==> config.mk <==
export PLATFORM = sky130hd
export DESIGN_NAME = mbus_tx_sequencer
export DESIGN_NICKNAME = d
export VERILOG_FILES = /design/src/rtl/mbus_tx_sequencer.sv
export SDC_FILE = /design/constraint.sdc
export NUM_CORES = 1
export LEC_CHECK = 0
export ABC_CLOCK_PERIOD_IN_PS = 3950
export BUFFER_PORTS_ARGS = -buffer_cell sky130_fd_sc_hd__buf_2
export CAP_MARGIN = 10
export CORE_MARGIN = 4
export CORE_UTILIZATION = 40
export DETAILED_ROUTE_END_ITERATION = 6
export PLACE_DENSITY = 0.63
export SYNTH_ARGS = -nofsm -noshare
export SYNTH_HDL_FRONTEND = slang
export SYNTH_SLANG_ARGS = --single-unit
==> constraint.sdc <==
create_clock -name CLK_EXT -period 3.95 [get_ports CLK_EXT]
set_clock_uncertainty 0.05 [all_clocks]
set_input_delay 0.1975 -clock CLK_EXT [delete_from_list [all_inputs] [get_ports CLK_EXT]]
set_output_delay 0.1975 -clock CLK_EXT [all_outputs]
set_load 0.01 [all_outputs]
==> src/rtl/mbus_tx_sequencer.sv <==
// Message FIFO plus word-at-a-time MBus transmit handshake sequencer.
// Words queued by the layer controller are sent as TX_REQ/TX_ACK pairs, then TX_SUCC/TX_FAIL is collected and acknowledged.
module mbus_tx_sequencer #(
    parameter int ADDR_WIDTH = 32,
    parameter int DATA_WIDTH = 32,
    parameter int DEPTH      = 8
) (
    input  logic                    CLK_EXT,
    input  logic                    RESET,
    input  logic                    WR_EN,
    input  logic [DATA_WIDTH-1:0]   WR_DATA,
    input  logic                    WR_LAST,
    input  logic [ADDR_WIDTH-1:0]   MSG_ADDR,
    input  logic                    MSG_PRIORITY,
    input  logic                    GO,
    output logic                    FULL,
    output logic                    EMPTY,
    output logic [$clog2(DEPTH):0]  LEVEL,
    output logic                    BUSY,
    output logic                    DONE,
    output logic                    FAILED,
    output logic [7:0]              WORDS_SENT,
    output logic [ADDR_WIDTH-1:0]   TX_ADDR,
    output logic [DATA_WIDTH-1:0]   TX_DATA,
    output logic                    TX_PEND,
    output logic                    TX_REQ,
    output logic                    TX_PRIORITY,
    output logic                    TX_RESP_ACK,
    input  logic                    TX_ACK,
    input  logic                    TX_SUCC,
    input  logic                    TX_FAIL
);
    localparam int PW = $clog2(DEPTH);
    localparam logic [PW:0] FULL_LEVEL = (PW+1)'(DEPTH);

    typedef enum logic [2:0] {
        S_IDLE, S_LOAD, S_REQ, S_ACKLOW, S_RESP, S_RESPLOW, S_FLUSH
    } state_t;

    state_t state_q, state_d;
    logic [PW-1:0] wr_ptr_q, wr_ptr_d, rd_ptr_q, rd_ptr_d;
    logic [PW:0] level_q, level_d;
    logic full_q, full_d, empty_q, empty_d, busy_q, busy_d;
    logic done_q, done_d, failed_q, failed_d;
    logic [7:0] words_sent_q, words_sent_d, stall_cnt_q, stall_cnt_d;
    logic [ADDR_WIDTH-1:0] tx_addr_q, tx_addr_d;
    logic [DATA_WIDTH-1:0] tx_data_q, tx_data_d;
    logic tx_pend_q, tx_pend_d, tx_req_q, tx_req_d, tx_prio_q, tx_prio_d;
    logic tx_resp_ack_q, tx_resp_ack_d;
    logic fail_seen_q, fail_seen_d, underrun_q, underrun_d, last_sent_q, last_sent_d;

    // Each entry holds {last, data}; storage is not reset, pointers are.
    logic [DATA_WIDTH:0] fifo_mem [DEPTH];
    logic [DATA_WIDTH:0] head;
    logic push, pop, abort;

    assign push = WR_EN && !full_q;
    assign head = fifo_mem[rd_ptr_q];

    always_ff @(posedge CLK_EXT) begin
        if (push) begin
            fifo_mem[wr_ptr_q] <= {WR_LAST, WR_DATA};
        end
    end

    always_comb begin
        state_d       = state_q;
        tx_addr_d     = tx_addr_q;
        tx_data_d     = tx_data_q;
        tx_pend_d     = tx_pend_q;
        tx_req_d      = tx_req_q;
        tx_prio_d     = tx_prio_q;
        tx_resp_ack_d = tx_resp_ack_q;
        words_sent_d  = words_sent_q;
        stall_cnt_d   = stall_cnt_q;
        fail_seen_d   = fail_seen_q;
        underrun_d    = underrun_q;
        last_sent_d   = last_sent_q;
        failed_d      = failed_q;
        done_d        = 1'b0;
        pop           = 1'b0;
        // TX_SUCC is only legitimate once the last word has been handed over.
        abort = TX_FAIL || (TX_SUCC && !(state_q == S_ACKLOW && last_sent_q));

        case (state_q)
            S_IDLE: begin
                if (GO && !empty_q) begin
                    tx_addr_d    = MSG_ADDR;
                    tx_prio_d    = MSG_PRIORITY;
                    words_sent_d = 8'd0;
                    stall_cnt_d  = 8'd0;
                    fail_seen_d  = 1'b0;
                    underrun_d   = 1'b0;
                    last_sent_d  = 1'b0;
                    state_d      = S_LOAD;
                end
            end
            S_LOAD: begin
                if (abort) begin
                    tx_req_d    = 1'b0;
                    tx_pend_d   = 1'b0;
                    fail_seen_d = 1'b1;
                    state_d     = S_RESP;
                end else if (!empty_q) begin
                    pop         = 1'b1;
                    tx_data_d   = head[DATA_WIDTH-1:0];
                    tx_pend_d   = !head[DATA_WIDTH];
                    last_sent_d = head[DATA_WIDTH];
                    tx_req_d    = 1'b1;
                    stall_cnt_d = 8'd0;
                    state_d     = S_REQ;
                end else if (stall_cnt_q == 8'd254) begin
                    underrun_d = 1'b1;
                    state_d    = S_FLUSH;
                end else begin
                    stall_cnt_d = stall_cnt_q + 8'd1;
                end
            end
            S_REQ, S_ACKLOW: begin
                if (abort) begin
                    tx_req_d    = 1'b0;
                    tx_pend_d   = 1'b0;
                    fail_seen_d = 1'b1;
                    state_d     = S_RESP;
                end else if (state_q == S_REQ && TX_ACK) begin
                    tx_req_d = 1'b0;
                    if (words_sent_q != 8'hFF) begin
                        words_sent_d = words_sent_q + 8'd1;
                    end
                    state_d = S_ACKLOW;
                end else if (state_q == S_ACKLOW && !TX_ACK) begin
                    state_d = last_sent_q ? S_RESP : S_LOAD;
                end
            end
            S_RESP: begin
                if (TX_SUCC || TX_FAIL) begin
                    tx_resp_ack_d = 1'b1;
                    fail_seen_d   = fail_seen_q || TX_FAIL;
                    state_d       = S_RESPLOW;
                end
            end
            S_RESPLOW: begin
                if (!TX_SUCC && !TX_FAIL) begin
                    tx_resp_ack_d = 1'b0;
                    if (!last_sent_q) begin
                        state_d = S_FLUSH;
                    end else begin
                        done_d   = 1'b1;
                        failed_d = fail_seen_q || underrun_q;
                        state_d  = S_IDLE;
                    end
                end
            end
            S_FLUSH: begin
                if (!empty_q) begin
                    pop = 1'b1;
                    if (head[DATA_WIDTH]) begin
                        done_d   = 1'b1;
                        failed_d = 1'b1;
                        state_d  = S_IDLE;
                    end
                end
            end
            default: state_d = S_IDLE;
        endcase

        wr_ptr_d = push ? wr_ptr_q + 1'b1 : wr_ptr_q;
        rd_ptr_d = pop  ? rd_ptr_q + 1'b1 : rd_ptr_q;
        level_d  = level_q;
        if (push && !pop) begin
            level_d = level_q + 1'b1;
        end else if (pop && !push) begin
            level_d = level_q - 1'b1;
        end
        full_d  = (level_d == FULL_LEVEL);
        empty_d = (level_d == '0);
        busy_d  = (state_d != S_IDLE);
    end

    always_ff @(posedge CLK_EXT) begin
        if (RESET) begin
            state_q       <= S_IDLE;
            wr_ptr_q      <= '0;
            rd_ptr_q      <= '0;
            level_q       <= '0;
            full_q        <= 1'b0;
            empty_q       <= 1'b1;
            busy_q        <= 1'b0;
            done_q        <= 1'b0;
            failed_q      <= 1'b0;
            words_sent_q  <= 8'd0;
            stall_cnt_q   <= 8'd0;
            tx_addr_q     <= '0;
            tx_data_q     <= '0;
            tx_pend_q     <= 1'b0;
            tx_req_q      <= 1'b0;
            tx_prio_q     <= 1'b0;
            tx_resp_ack_q <= 1'b0;
            fail_seen_q   <= 1'b0;
            underrun_q    <= 1'b0;
            last_sent_q   <= 1'b0;
        end else begin
            state_q       <= state_d;
            wr_ptr_q      <= wr_ptr_d;
            rd_ptr_q      <= rd_ptr_d;
            level_q       <= level_d;
            full_q        <= full_d;
            empty_q       <= empty_d;
            busy_q        <= busy_d;
            done_q        <= done_d;
            failed_q      <= failed_d;
            words_sent_q  <= words_sent_d;
            stall_cnt_q   <= stall_cnt_d;
            tx_addr_q     <= tx_addr_d;
            tx_data_q     <= tx_data_d;
            tx_pend_q     <= tx_pend_d;
            tx_req_q      <= tx_req_d;
            tx_prio_q     <= tx_prio_d;
            tx_resp_ack_q <= tx_resp_ack_d;
            fail_seen_q   <= fail_seen_d;
            underrun_q    <= underrun_d;
            last_sent_q   <= last_sent_d;
        end
    end

    assign FULL        = full_q;
    assign EMPTY       = empty_q;
    assign LEVEL       = level_q;
    assign BUSY        = busy_q;
    assign DONE        = done_q;
    assign FAILED      = failed_q;
    assign WORDS_SENT  = words_sent_q;
    assign TX_ADDR     = tx_addr_q;
    assign TX_DATA     = tx_data_q;
    assign TX_PEND     = tx_pend_q;
    assign TX_REQ      = tx_req_q;
    assign TX_PRIORITY = tx_prio_q;
    assign TX_RESP_ACK = tx_resp_ack_q;
endmodule
==> key figures, run 1 <==
Clock network
  – Clock latency on the worst-skew pair: around 530 ps
  – Clock sinks: 372
  – CTS root buf: clkbuf_16
  – CTS Buf Count: 40
  – Clock tree buffer depth: 3
  – CTS tree: done
  – Post-CTS Setup Bufs: 0
  – Clock-pin slew on the worst setup and hold paths: 60 ps
  – H-tree depth: 2

Yosys
  – Leading area contributor after synthesis: edfxtp_1
  – Synthesis Warnings: 0
  – Post-synthesis register bit count: 372
  – Mapped Cells: 897
  – Count of cell types in the netlist: between 50 and 60
  – Most frequent cell after synthesis: edfxtp_1
  – Asr flop ratio synth: 0%
  – Synthesized area per cell: between 15 and 20 µm²
  – Post-synth top flop: edfxtp_1
  – Synth top area share: between 50% and 60%
  – Post-synthesis sequential area ratio: 70.7%
  – Synth Net Count: 977
  – Top post-synthesis cells by area: edfxtp_1 56%, dfxtp_1 15%, mux4_2 10%, mux2i_1 2.5%, nand2_1 2.2%
  – Number of flops mapped to enable cells by yosys: 264
  – Commonest cells in the netlist: 264 x edfxtp_1, 108 x dfxtp_1, 83 x nand2_1, 78 x nor2_1, 66 x mux4_2
  – Synthesized area: 0.0143 mm²

Critical path
  – FF-to-FF setup slack: between 1000 and 1500 ps
  – Critical Path RT: about 4400 ps
  – Crit path DAT: about 2900 ps
  – Worst setup EP type: flip-flop
  – Crit Path Class: reg2reg
  – Reg2reg start: state_q[1]
  – R2R Path End: stall_cnt_q[3]
  – Crit path launch type: flip-flop
  – CP max FO: 36
  – R2R depth: 6

Drt
  – Via/cell ratio: approximately 5.2
  – Vias: 8,329
  – Antenna-violating nets left: 0
  – First-pass DRT Iterations: 5
  – DR iter-0 viols: 484
  – Drt total wl: 30,500 µm
  – Met3 WL: 1650 µm
  – Uppermost layer routed: met4
  – Wl on met1: 13,800 µm
  – Met2 routed wirelength: approximately 15,000 µm
  – DR WL/cell: 18.9 µm
  – DRC: 0

Final layout
  – Layout area overhead: 22.9%
  – Share of layout cells above drive strength 1: between 20% and 30%
  – Register area: 0.0101 mm²
  – Util after Layout: between 50% and 60%
  – Fill count: 2,933
  – Area taken by multi-input logic gates: 0.00399 mm²
  – Layout net count: 1,207

STA
  – RSZ-0062 raised after global routing: false
  – Final min period: 2490 ps
  – Crit share post-route: 63.1%
  – Final setup fails: 0
  – Slack of the critical path: between 1000 and 1500 ps
  – Tightest Pin Transition: 823 ps
  – Max Slew Vio Count: 0
  – Achievable Freq: about 400 MHz
  – Slew HR: 45.1%
  – Final setup TNS: 0 ps
  – Final Hold Vio Count: 0

Pwr
  – Power Dens Cells: slightly below 500 mW/mm²
  – Lkg Pwr: 5.98 nW
  – VDD IR max: 0.000364 V

Placement
  – I/O Buffers: 157
  – Pre-CTS WS: between 1000 and 1500 ps
  – Placer Congestion: 0.789
  – Final HPWL DP: ~18,000 µm

Floorplanning
  – Die width: 197 µm
  – Ports: 158
  – DIE HEIGHT: 197 µm
  – Starting Density: between 40% and 50%
  – Cell row count: 68
  – Die area: 0.0388 mm²
  – Core box area: 0.0349 mm²

Flow run
  – Maxcap violations: 0

Worst hold path
  – Min-delay src: TX_ACK
  – Hold path cells: 4
  – Hold Path End: TX_REQ
  – Worst min path class: in2reg

Global route
  – Overall Global Routing Usage: between 10% and 20%
  – Gr ovfl total: 0
  – Largest net degree at the start of global routing: 58
  – Vias in the first global route: 8,316
  – First-pass GRT wire length: 47,700 µm
  – Antenna violations before repair: 1

Run status
  – Outcome: finished clean
-- stage by stage --
step                area [µm²]  power [mW]  hold WS [ps]  instances
finish                   17500        8.46          38.7       1614
global route             17500        8.80          16.4       1613
CTS                      17500        8.58          1.60       1613
detailed placement       15600        4.93           395       1474
global placement         15600        4.92           389       1474
floorplan                14300        4.72           246        897
-- worst max path at each step --
| stage | slack (ps) | start | end | depth (start not counted) |
|---|---|---|---|---|
| 3_3_place_gp | 1490 | state_q[1] | stall_cnt_q[5] | 7 |
| 5_1_grt | 1280 | state_q[1] | stall_cnt_q[5] | 7 |
| 4_1_cts | 1460 | state_q[1] | stall_cnt_q[3] | 6 |
| 3_5_place_dp | 1470 | state_q[1] | stall_cnt_q[3] | 6 |
| 2_1_floorplan | 310 | FULL | fifo_mem[0][0] | 4 |
| 6_report | 1460 | state_q[1] | stall_cnt_q[3] | 6 |
-- flip-flops by register name (all words and copies together), names as in the netlist, 3 cells and up, named ones only --
signal / count
LEVEL: 4
TX_ADDR: 32
TX_DATA: 32
WORDS_SENT: 8
fifo_mem: 264
rd_ptr_q: 3
stall_cnt_q: 8
state_q: 3
wr_ptr_q: 3
-- per-layer routing --
metal	track usage, %	vias to the layer above
met1	21.9	4173
met5	0	-
met4	3.62	0
met2	25.2	216
li1	-	3900
met3	2.99	40
-- area by class of cell --
cell class              instances  area share [%]
well taps                     455            3.25
multi-input cells             467            22.7
inverters                       6           0.128
diodes                          1          0.0143
clock inverters                19           0.878
flip-flops and latches        372            57.6
repair buffers                240            9.06
clock buffers                  54            6.35
-- cells by family after synthesis --
| group | after synthesis | synth area share (%) |
|---|---|---|
| muxes | 102 | 12.9 |
| buffers and inverters | 58 | 1.81 |
| xor gates and xnor gates | 19 | 1.22 |
| adders and majority gates | 7 | 0.614 |
| and+or+nand+nor | 225 | 7.57 |
| AOI/OAI and AO/OA | 114 | 5.15 |
| DFF | 372 | 70.7 |
-- report_power, final --
| group | leakage [nW] | internal [mW] | switching, mW |
|---|---|---|---|
| clock | 0.625 | 2.11 | 1.45 |
| combinational | 2.08 | 0.233 | 0.301 |
| sequential | 3.28 | 4.29 | 0.0696 |
| total | 5.98 | 6.64 | 1.82 |
-- placed cells by master, fill, tap and decap left out, types with 5 or more instances in the layout --
cell,instances
clkinv_1,8
buf_4,17
clkbuf_1,8
nand2b_1,8
clkbuf_16,40
mux4_2,66
nor2_1,72
ha_1,7
clkbuf_8,6
a21oi_1,49
nor3_1,7
buf_2,156
dlygate4sd3_1,66
a211oi_1,32
nor2b_1,5
clkinv_2,6
nand4_1,7
o21ai_0,12
xor2_1,10
nor2_4,7
xnor2_1,8
inv_1,6
edfxtp_1,264
dfxtp_1,105
nand2_1,83
mux2i_1,36
-- worst max-delay path, cell delays in order, from the launching register on --
cell	delay [ps]
dfxtp_1	520
or4b_4	670
nor2_4	90
buf_4	330
o22ai_1	240
or3_1	390
a21oi_1	140
-- repair_timing --
action,in CTS,in global routing
resized for setup,0,0
hold endpoints to repair,297,0
hold buffers,66,0
Power figures use the tool's default switching activity.
==> inputs of run 2 (changes only) <==
Settings changed: ABC_AREA from default to 1, ABC_CLOCK_PERIOD_IN_PS 3950 to 2460.
Clock period 3.95 ns to 2.46 ns, I/O delays scaled along.
==> key figures, run 2 <==
Run status
  – Outcome: finished clean

Final layout
  – Reg with most FFs: fifo_mem
  – Largest register FFs: 264 (unchanged)
  – Layout area overhead: 24.4%
  – Most frequent cells in the layout: 264 x edfxtp_1, 234 x nor2_1, 211 x o21ai_0
  – Share of layout cells above drive strength 1: 18.6% (-9.8 points)
  – Commonest non-fill, non-tap cell in the layout: edfxtp_1
  – Layout net count: 1,605 (+33%)
  – Layout Cells excl Fill: 2,021 (+25%)

Clock network
  – Clock latency on the worst-skew pair: 550 ps (+20 ps)
  – CTS root buf: clkbuf_16
  – Post-CTS Resized: 0 (unchanged)
  – Clock sinks: 372 (unchanged)
  – Clock tree buffer depth: 3 (unchanged)
  – CTS tree: done
  – CTS Buf Count: 40 (unchanged)
  – Post-CTS Setup Bufs: 0 (unchanged)
  – Clock-pin slew on the worst setup and hold paths: 60 ps (about the same)
  – CTS Hold Bufs: 71 (+7.6%)
  – H-tree depth: 2 (unchanged)

STA
  – Final setup TNS: 0 ps (unchanged)
  – RSZ-0062 raised after global routing: false
  – Tightest Pin Transition: 765 ps (-57.6 ps)
  – Max Slew Vio Count: 0 (unchanged)
  – Slew HR: 49.0% (+3.9 points)
  – Final min period: 1970 ps (-527 ps)
  – Achievable Freq: 509 MHz (+27%)
  – Crit share post-route: 79.9% (+17 points)
  – Final Hold Vio Count: 0 (unchanged)
  – Final setup fails: 0 (unchanged)

Pwr
  – Lkg Pwr: 6.86 nW (+15%)
  – Power Dens Cells: 789 mW/mm² (+64%)
  – Power, Total: 14.2 mW (+68%)
  – VDD IR max: 0.000629 V (+73%)

Critical path
  – Crit path launch type: flip-flop
  – FF-to-FF setup slack: 490 ps (-960 ps)
  – Critical Path RT: 2850 ps (-1500 ps)
  – Crit Path Class: reg2reg
  – CP max FO: 36 (unchanged)
  – Crit path DAT: 2350 ps (-540 ps)
  – Worst setup EP type: flip-flop

Yosys
  – Mapped Cells: 1,298 (+45%)
  – Synthesis Warnings: 0 (unchanged)
  – Leading area contributor after synthesis: edfxtp_1
  – Top post-synthesis cells by area: edfxtp_1 55%, dfxtp_1 15%, o21ai_0 7.3%, nor2_1 6.3%, a21oi_1 3.1%
  – Commonest cells in the netlist: 264 x edfxtp_1, 242 x nor2_1, 211 x o21ai_0, 108 x dfxtp_1, 108 x nand2_1
  – Post-synthesis register bit count: 372 (unchanged)
  – Synth Net Count: 1,378 (+41%)
  – Post-synth top flop: edfxtp_1
  – Synthesized area per cell: 11.1 µm² (-30%)
  – Most frequent cell after synthesis: edfxtp_1
  – Count of cell types in the netlist: 40 (-32%)
  – Asr flop ratio synth: 0% (unchanged)
  – Number of flops mapped to enable cells by yosys: 264 (unchanged)
  – Synth top area share: 54.8% (-0.76 points)
  – Post-synthesis sequential area ratio: 69.7% (-0.97 points)
  – Synthesized area: 0.0145 mm² (+1.4%)

Global route
  – Antenna violations before repair: 1 (unchanged)
  – Largest net degree at the start of global routing: 89 (+53%)
  – Vias in the first global route: 10,400 (+25%)
  – Overall Global Routing Usage: 18.4% (+2.9 points)
  – Gr ovfl total: 0 (unchanged)
  – First-pass GRT wire length: 57,800 µm (+21%)

Placement
  – I/O Buffers: 157 (unchanged)
  – Placer Congestion: 0.885 (+12%)
  – Final HPWL DP: 20,400 µm (+11%)
  – Placed Cells: 1,873 (+27%)

Floorplanning
  – Starting Density: 40.6% (-0.33 points)
  – Die width: 198 µm (+0.67%)
  – Cell row count: 69 (+1.5%)
  – Core box area: 0.0357 mm² (+2.2%)
  – Die area: 0.0393 mm² (+1.3%)
  – Ports: 158 (unchanged)
  – DIE HEIGHT: 198 µm (+0.67%)

Drt
  – DRC: 0 (unchanged)
  – DR WL/cell: 18.3 µm (-3.5%)
  – Vias: 10,600 (+27%)
  – Via/cell ratio: 5.25 (+1.8%)
  – DR iter-0 viols: 682 (+41%)
  – First-pass DRT Iterations: 5 (unchanged)
  – Antenna-violating nets left: 0 (unchanged)
  – Drt total wl: 36,900 µm (+21%)

Flow run
  – Maxcap violations: 0 (unchanged)

Worst hold path
  – Worst min path class: in2reg
==> run 2: power by group <==
part	switching [mW]	total, mW	internal [mW]
sequential	0.126	7.10	6.98
clock	2.46	5.83	3.36
combinational	0.790	1.26	0.475
total	3.38	14.2	10.8
==> run 2: kinds of logic (layout without fill, tap and decap cells) <==
family | after synthesis | after routing | synth area share (%)
AND/OR/NAND/NOR | 419 | 419 | 12.4
buffers and inverters | 121 | 380 | 3.35
XOR/XNOR | 6 | 6 | 0.363
AO/OA/AOI/OAI | 373 | 373 | 13.6
other | 0 | 3 | 0
flip-flops | 372 | 372 | 69.7
adder cells (fa/ha/maj) | 7 | 7 | 0.605
==> run 2: cell type report <==
| type | count | area, µm² |
|---|---|---|
| Sequential cell | 372 | 10100 |
| Fill cell | 3119 | 17700 |
| Antenna cell | 3 | 7.51 |
| Clock buffer | 61 | 1180 |
| Tap cell | 461 | 577 |
| Multi-Input combinational cell | 805 | 3960 |
| Clock inverter | 13 | 105 |
| Timing Repair Buffer | 256 | 1880 |
| Inverter | 50 | 189 |
==> run 2: metal layers <==
layer	GRT usage (%)	wire length, µm	vias up
li1	-	-	5072
met1	25.3	16200	5117
met5	0	0	-
met3	3.18	2410	63
met2	30.4	17500	367
met4	5.15	801	0
==> run 2: final timing paths <==
kind / start / to / cells past startpoint
max reg2reg: state_q[0] / stall_cnt_q[7] / 10
min reg2reg: underrun_q / underrun_q / 2
min: WR_EN / LEVEL[3] / 6
max: state_q[0] / stall_cnt_q[7] / 10
==> run 2: worst max-delay path, stage by stage (launching register included) <==
cell     delay [ps]
dfxtp_1         410
nor2_1          170
nand2_1         110
inv_2            80
nand3_4         300
nand2_2         220
nand2_2         130
nor2_2          170
nand2_1          70
nand2_1          80
a21oi_1          60
==> run 2: stage by stage <==
step | hold WS (ps) | utilization [%] | worst slack [ps] | cell area, µm²
detailed placement | 331 | 44.8 | 518 | 16000
global route | 106 | 50.5 | 277 | 18000
finish | 62.6 | 50.5 | 495 | 18000
global placement | 326 | 44.8 | 537 | 16000
floorplan | 172 | - | -389 | 14500
CTS | 41.6 | 50.5 | 505 | 18000
